File: config.mk
export PLATFORM = sky130hd
export DESIGN_NAME = counter_reader
export DESIGN_NICKNAME = d
export VERILOG_FILES = /design/src/rtl/counter_reader.sv
export SDC_FILE = /design/constraint.sdc
export NUM_CORES = 1
export LEC_CHECK = 0
export CELL_PAD_IN_SITES_DETAIL_PLACEMENT = 0
export CELL_PAD_IN_SITES_GLOBAL_PLACEMENT = 1
export CORE_UTILIZATION = 49
export DETAILED_ROUTE_END_ITERATION = 8
export DONT_BUFFER_PORTS = 1
export PLACE_DENSITY = 0.77
export SYNTH_ARGS = -nofsm -noshare
export SYNTH_HDL_FRONTEND = slang
export SYNTH_SLANG_ARGS = --single-unit
File: constraint.sdc
create_clock -name clk -period 3.99 [get_ports clk]
set_clock_uncertainty 0.2 [all_clocks]
set_input_delay 0.798 -clock clk [delete_from_list [all_inputs] [get_ports clk]]
set_output_delay 0.798 -clock clk [all_outputs]
set_load 0.02 [all_outputs]
File: src/rtl/counter_reader.sv
// counter_reader: watches the live counter value, counts wrap-arounds and load jumps,
// and serves register snapshots over a single-outstanding read request/response handshake.
module counter_reader #(
    parameter int WIDTH = 8
) (
    input  logic             clk,
    input  logic             reset,
    input  logic [WIDTH-1:0] data_cnt,
    input  logic             rd,
    input  logic [1:0]       addr,
    input  logic             rready,
    output logic             rbusy,
    output logic             rvalid,
    output logic [WIDTH-1:0] rdata
);

    typedef enum logic [1:0] {
        IDLE,
        CAPTURE,
        RESP
    } state_t;

    localparam logic [WIDTH-1:0] ALL_ONES = '1;
    localparam logic [WIDTH-1:0] ONE      = WIDTH'(1);

    state_t           state;
    logic [WIDTH-1:0] prev;
    logic             prev_vld;
    logic [WIDTH-1:0] wrap_cnt;
    logic [WIDTH-1:0] jump_cnt;
    logic             wrap_ovf;
    logic             jump_seen;
    logic [WIDTH-1:0] cap_val;

    logic             wrap_ev;
    logic             jump_ev;
    logic             accept;
    logic             clr_wrap_cnt;
    logic             clr_wrap_ovf;
    logic             clr_jump_seen;
    logic             clr_jump_cnt;
    logic [WIDTH-1:0] prev_inc;
    logic [WIDTH-1:0] wrap_base;
    logic [WIDTH-1:0] jump_base;
    logic [WIDTH-1:0] sel_val;

    // Clears are applied to a "base" value first so that an event on the same edge
    // restarts the counter from zero instead of bumping the old value.
    always_comb begin
        prev_inc      = prev + ONE;
        wrap_ev       = prev_vld && (prev == ALL_ONES) && (data_cnt == '0);
        jump_ev       = prev_vld && (data_cnt != prev) && (data_cnt != prev_inc);
        accept        = (state == IDLE) && rd;
        clr_wrap_cnt  = accept && (addr == 2'd1);
        clr_wrap_ovf  = accept && ((addr == 2'd1) || (addr == 2'd2));
        clr_jump_seen = accept && (addr == 2'd2);
        clr_jump_cnt  = accept && (addr == 2'd3);
        wrap_base     = clr_wrap_cnt ? '0 : wrap_cnt;
        jump_base     = clr_jump_cnt ? '0 : jump_cnt;
        case (addr)
            2'd0:    sel_val = data_cnt;
            2'd1:    sel_val = wrap_cnt;
            2'd2:    sel_val = {{(WIDTH-2){1'b0}}, wrap_ovf, jump_seen};
            default: sel_val = jump_cnt;
        endcase
    end

    always_ff @(posedge clk or negedge reset) begin
        if (!reset) begin
            prev      <= '0;
            prev_vld  <= 1'b0;
            wrap_cnt  <= '0;
            jump_cnt  <= '0;
            wrap_ovf  <= 1'b0;
            jump_seen <= 1'b0;
        end else begin
            prev     <= data_cnt;
            prev_vld <= 1'b1;

            if (wrap_ev && (wrap_base != ALL_ONES))
                wrap_cnt <= wrap_base + ONE;
            else
                wrap_cnt <= wrap_base;
            wrap_ovf <= (wrap_ovf && !clr_wrap_ovf) || (wrap_ev && (wrap_base == ALL_ONES));

            if (jump_ev && (jump_base != ALL_ONES))
                jump_cnt <= jump_base + ONE;
            else
                jump_cnt <= jump_base;
            jump_seen <= (jump_seen && !clr_jump_seen) || jump_ev;
        end
    end

    // The selected value is frozen at the accept edge, so a read always reports
    // the pre-clear state even when a clear and an event coincide.
    always_ff @(posedge clk or negedge reset) begin
        if (!reset) begin
            state   <= IDLE;
            cap_val <= '0;
            rbusy   <= 1'b0;
            rvalid  <= 1'b0;
            rdata   <= '0;
        end else begin
            case (state)
                IDLE: begin
                    if (rd) begin
                        cap_val <= sel_val;
                        rbusy   <= 1'b1;
                        state   <= CAPTURE;
                    end
                end
                CAPTURE: begin
                    rdata  <= cap_val;
                    rvalid <= 1'b1;
                    state  <= RESP;
                end
                RESP: begin
                    if (rready) begin
                        rvalid <= 1'b0;
                        rbusy  <= 1'b0;
                        state  <= IDLE;
                    end
                end
                default: begin
                    rvalid <= 1'b0;
                    rbusy  <= 1'b0;
                    state  <= IDLE;
                end
            endcase
        end
    end

endmodule

==> flow_metrics.env <==
export IMPL_root_buffer="clkbuf_8"
export IMPL_synth_seq_cells=47
export IMPL_antennaDiodeCount=0
export IMPL_post_cts_resized=0
export IMPL_async_flop_share_pct=100
export IMPL_synth_top_area_share_pct=48.0
export IMPL_totalPowerFinal_mw=1.36
export IMPL_synth_xor_area_share_pct=6.79
export IMPL_timing_final_hold_violations=0
export IMPL_synth_edf_count=0
export IMPL_syn_area_um2=2450
export IMPL_setup_worst_path_start_class="primary input"
export IMPL_place_congestion=0.755
export IMPL_synthCells=242
export IMPL_worst_pin_slew_ns=0.681
export IMPL_synth_cell_types=45
export IMPL_seqCellArea_um2=1180
export IMPL_fin_crit_ns=3.18
export IMPL_grt_antenna_before_repair=0
export IMPL_cts_tree="done"
export IMPL_dr_pass1_iters=4
export IMPL_drive_gt1_share_pct=12.3
export IMPL_nets=264
export IMPL_ff2ff_setup_slack_ns=0.94
export IMPL_synth_largest_area_cell="dfrtp_1"
export IMPL_start_util_pct=51.6
export IMPL_clock_path_buffers=2
export IMPL_fin_crit_sh_pct=79.8
export IMPL_setup_worst_path_class="primary input to flip-flop"
export IMPL_ir_drop_mv=0.202
export IMPL_multi_input_area_um2=1220
export IMPL_clock_sinks=47
export IMPL_end_kind="flip-flop"
export IMPL_die_area_um2=5290
export IMPL_synthMuxAreaShare_pct=5.05
export IMPL_overflow=0
export IMPL_synth_most_common_cell="dfrtp_1"
export IMPL_io_pins=24
export IMPL_yosysSeqAreaShare_pct=48.0
export IMPL_placed_cell_area_um2=2500
export IMPL_clk_latency_ns=0.30
export IMPL_wl_per_cell_um=15.8
export IMPL_ctsHoldBuffers=1
export IMPL_num_vias=1758
export IMPL_crit_family="simple AND/OR/NAND/NOR gates"
export IMPL_maxSlewHeadroom_pct=54.5
export IMPL_drc_errors=0
export IMPL_grt_pass1_wl_um=8430
export IMPL_synth_nets=264
export IMPL_grt_max_degree=48
export IMPL_cp_max_fo=10
export IMPL_cap_viol_max_count=0
export IMPL_rsz0062_at_grt="no"
export IMPL_p_leak_nw=1.13
export IMPL_die_w_um=72.7
export IMPL_die_h_um=72.7
export IMPL_wl_um=4900
export IMPL_ant_nets=0
export IMPL_clk_pin_slew_worst_paths_ns=0.09
export IMPL_h_tree_depth=2
export IMPL_required_ns=4.02
export IMPL_synth_top_family_by_area="simple AND/OR/NAND/NOR gates"
export IMPL_rows=25
export IMPL_crit_chain="inv_1 > ha_1 > nand4bb_1 > and2_1 > ha_1 > and2_1 > nand4_1 > and3_1 > nand3_1 > or3_1 > a21oi_1"
export IMPL_status="complete, no violations"
export IMPL_dp_cells=301
export IMPL_finalSetupViolations=0
export IMPL_cpMaxStageDelayCell="ha_1"
export IMPL_synth_compound_area_share_pct=12.2
export IMPL_post_dp_hpwl_um=3500
export IMPL_holdWs_ns=0.123
export IMPL_drv_slew=0
export IMPL_n_fill_cell=446
export IMPL_critPathBufInv=1
export IMPL_synth_fa_ha_area_share_pct=4.08
export IMPL_drt_iter0_markers=95
export IMPL_numCtsBuffers=5
export IMPL_synth_area_leaders="dfrtp_1, mux2_2, ha_1, xnor2_1, o21ai_0"
export IMPL_grt_pass1_vias=1687
export IMPL_synth_flop_cell="dfrtp_1"
export IMPL_synth_simple_area_share_pct=21.3
export IMPL_core_area_um2=4750
export IMPL_synth_common_cells="dfrtp_1, nand2_1, o21ai_0, nor2_1, a21oi_1"
export IMPL_areaGrowthSynthToFinish_pct=8.01
export IMPL_final_cells=310
export IMPL_p_per_area_nw_per_um2=513
export IMPL_tns_ns=0
export IMPL_final_cell_area_um2=2650
export IMPL_io_buffers=0
export IMPL_max_stage_delay_ns=0.36
export IMPL_hold_path_class="primary input to async pin"
export IMPL_postCtsSetupBuffers=0
export IMPL_fmax_mhz=314
export IMPL_yosys_warnings=0
export IMPL_grt_total_usage_pct=21.1
export IMPL_vias_per_cell=5.67
export IMPL_avgSynthCellArea_um2=10.1
export IMPL_worstPathArrival_ns=3.21
[layout by cell type, fill, tap and decap left out, drive strengths merged]
cell type / Yosys / layout
dfrtp: 47 / 47
nand2: 24 / 24
o21ai: 19 / 19
nor2: 16 / 16
a21oi: 15 / 15
xnor2: 11 / 11
mux2: 11 / 11
nand3: 10 / 10
and2: 9 / 9
xor2: 8 / 8
or3: 8 / 8
ha: 8 / 8
a22oi: 6 / 6
inv: 5 / 6
nand4: 5 / 5
nor3: 5 / 5
clkbuf: 6 / 5
and3: 3 / 3
or4: 3 / 3
nor4: 2 / 2
o31ai: 2 / 2
a222oi: 2 / 2
nor4b: 2 / 2
buf: 3 / 2
nand4bb: 1 / 1
nand3b: 1 / 1
and4: 1 / 1
nor4bb: 1 / 1
and4b: 1 / 1
nor2b: 1 / 1
a211o: 1 / 1
a31oi: 1 / 1
a2111oi: 1 / 1
o21a: 1 / 1
a21o: 1 / 1
bufinv: 0 / 1
clkinvlp: 0 / 1
conb: 1 / 1
[sequential cells by signal, summed over array words and instances, names as in the netlist]
signal / count
cap_val: 8
jump_cnt: 8
prev: 8
rdata: 8
wrap_cnt: 8
state: 2
jump_seen: 1
prev_vld: 1
rbusy: 1
rvalid: 1
wrap_ovf: 1
[through the flow]
stage	setup slack, ns	utilization, %
CTS	0.817	55.7
global route	0.619	55.7
global placement	0.473	52.7
finish	0.807	55.7
floorplan	0.749	-
detailed placement	0.529	52.7
[power by group]
part	leakage (nW)	total, mW	internal (mW)	switching (mW)
Sequential	0.606	0.738	0.589	0.149
Combinational	0.470	0.262	0.132	0.130
Clock	0.0548	0.359	0.189	0.170
[worst paths after layout]
kind	from	endpoint	cells after the start
worst max-delay path	addr[1]	wrap_cnt[7]$_DFF_PN0_	11
worst min-delay path	reset	state[0]$_DFFE_PN0P_	1
worst max register to register	state[0]$_DFFE_PN0P_	jump_cnt[7]$_DFF_PN0_	12
worst min register to register	cap_val[1]$_DFFE_PN0P_	cap_val[1]$_DFFE_PN0P_	2
max in group asynchronous	reset	wrap_cnt[7]$_DFF_PN0_	1
min in group clk	cap_val[1]$_DFFE_PN0P_	cap_val[1]$_DFFE_PN0P_	2
[cells by family (layout without fill, tap and decap cells)]
family,after synthesis,after routing
AND/OR/NAND/NOR,93,93
AO/OA/AOI/OAI,49,49
flip-flops,47,47
XOR/XNOR,19,19
buffers and inverters,14,15
multiplexers,11,11
adder cells (fa/ha/maj),8,8
other,1,1
[layout make-up]
cell class	count	area share, %
multi-input combinational	181	45.9
sequential	47	44.4
tap	67	3.17
clock buffer	5	2.60
clock inverter	3	1.75
timing repair buffer	2	1.32
inverter	5	0.803
[layer usage]
metal  track usage [%]  up-vias  share of wire [%]  routed length, µm
li1                  -      864                  -                  -
met4              5.88        0                1.2                 60
met2              32.5       41                 45               2210
met1              30.5      847                 49               2390
met3              4.01        6                4.9                239
met5                 0        -                  0                  0
Note: power is estimated with default switching activity, not from simulation.
==> RTL change: new RTL, config.mk and constraints unchanged <==
Set the parameter `WIDTH` to 10 (it was 8).
--- a/src/rtl/counter_reader.sv
+++ b/src/rtl/counter_reader.sv
@@ -1,7 +1,7 @@
 // counter_reader: watches the live counter value, counts wrap-arounds and load jumps,
 // and serves register snapshots over a single-outstanding read request/response handshake.
 module counter_reader #(
-    parameter int WIDTH = 8
+    parameter int WIDTH = 10
 ) (
     input  logic             clk,
     input  logic             reset,
Ports: changed (resized data_cnt and rdata); port bits go from 24 to 28. The function was not compared with the original's and may differ.
==> RTL change against the unedited design <==
Register-to-register slack got worse by 50 ps; worst setup slack improved by 87 ps; combinational power rose by 16%; non-clock buffer count did not move; wire length rose by 32%; final area rose by 23%; sequential cell count rose by 10; count of clock-buffer cells in the layout rose by 4; area after synthesis rose by 20%; power rose by 32%; utilization rose by 2.1 points; largest power group unchanged; highest routed layer unchanged.
==> RTL change: results <==
metrics = {
    "status": {
        "status": "finished, final reports clean",
    },
    "logic_synthesis": {
        "synth_compound_area_frac": 0.101,
        "yosysSeqAreaShare": 0.484,
        "ys_top_cells_by_count": "57 x dfrtp_1, 32 x nand2_1, 22 x nor2_1, 18 x xnor2_1",
        "synth_area_leaders": "dfrtp_1 48%, xnor2_1 5.3%, mux2_2 4.2%",
        "synth-adder-area-share": 0.0339,
        "synth_cell_types": 49,
        "synth_mux_area_frac": 0.0594,
        "synth-xor-area-share": 0.0832,
        "async_flop_share": 1.00,
    },
    "power_and_ir_drop": {
        "vdd_drop_max_mv": 0.304,
        "swShare": 0.326,
        "power_leakage_nw": 1.42,
    },
    "final_layout": {
        "drive_gt1_frac": 0.117,
        "finalNetCount": 318,
        "antenna_cells": 0,
    },
    "setup_path": {
        "cp_max_fo": 13,
        "cp.arrival_ps": 3120,
        "slowest_delay_ps": 430,
        "crit_slowest_cell": "dfrtp_1",
        "cp_top_family": "simple AND/OR/NAND/NOR gates",
    },
    "route": {
        "avgRoutedWirePerCell_um": 17.5,
        "drt_iter0_markers": 151,
        "drt_first_pass_iters": 6,
        "viasPerCell": 5.75,
    },
    "place": {
        "gp_congestion": 0.809,
        "place_hpwl_um": 4550,
        "placed_cell_area_mm2": 0.00300,
    },
    "global_route": {
        "grtUsageTotal": 0.228,
        "grt_pass1_wl_um": 10600,
        "grt_max_degree": 58,
        "grt_overflow": 0,
        "grt_pass1_vias": 2060,
    },
    "timing": {
        "tightest_slew_ps": 853,
    },
    "clocking": {
        "path_clk_slew_ps": 70,
        "cts.root.buffer_cell": "clkbuf_8",
        "clock_latency_ps": 330,
        "clock_tree.htree_level_count": 3,
        "cts_buffers": 9,
        "cts_buffer_depth": 2,
    },
}
==> RTL change: cell count changes after synthesis, sizes merged, moves of 5 or more <==
cell	before	now
dfrtp	47	57
nand2	24	32
nand2b	0	5
nand4	5	13
nor2	16	22
o21ai	19	13
or3	8	2
xnor2	11	18
==> RTL change: area by class of cell <==
| type | instances | area [um2] |
|---|---|---|
| Tap cell | 72 | 90.1 |
| Clock buffer | 9 | 124 |
| Multi-Input combinational cell | 216 | 1450 |
| Fill cell | 488 | 2380 |
| Inverter | 8 | 30.0 |
| Timing Repair Buffer | 2 | 35.0 |
| Clock inverter | 7 | 103 |
| Sequential cell | 57 | 1430 |
==> RTL change: metal layers <==
metal	track usage	part of all wire	vias up
met1	0.330	0.49	1021
met2	0.322	0.45	70
li1	-	-	1037
met4	0.0800	0.010	0
met5	0	0	-
met3	0.0663	0.049	6
==> RTL change: cell families after synthesis <==
| family | count (synthesis) |
|---|---|
| buffers and inverters | 18 |
| adders and majority gates | 8 |
| DFF | 57 |
| and+or+nand+nor | 116 |
| muxes | 16 |
| xor gates and xnor gates | 28 |
| AOI/OAI and AO/OA | 47 |
| other | 1 |
==> RTL change: repair_timing <==
action	4_1_cts	5_1_grt
endpoints found under the hold margin	57	0
hold buffers	1	0
buffers inserted	0	0
resized for setup	0	0
endpoints found under the setup margin	0	0
==> RTL change: power groups by stage <==
stage               sequential [W]  clock, W  combinational, W
floorplan                 0.000856         0          0.000242
global placement          0.000885         0          0.000280
detailed placement        0.000890         0          0.000291
CTS                       0.000878  0.000624          0.000307
global route              0.000897  0.000651          0.000342
finish                    0.000879  0.000610          0.000304
==> RTL change: path summary, 6_finish.rpt <==
check	startpoint	endpoint	slack, ps	cells after the start
max	state[0]	jump_cnt[1]	890	11
min	reset	rvalid	120	1
max reg2reg	state[0]	jump_cnt[1]	890	11
min reg2reg	cap_val[3]	cap_val[3]	280	2
max in group asynchronous	reset	wrap_cnt[5]	3220	1
min in group clk	cap_val[3]	cap_val[3]	280	2
==> RTL change: through the flow <==
step                setup slack (ps)  std cells  total power (W)
global route                     697        371          0.00189
floorplan                        964        291          0.00110
global placement                 594        354          0.00117
CTS                              911        371          0.00181
finish                           894        371          0.00179
detailed placement               625        354          0.00118
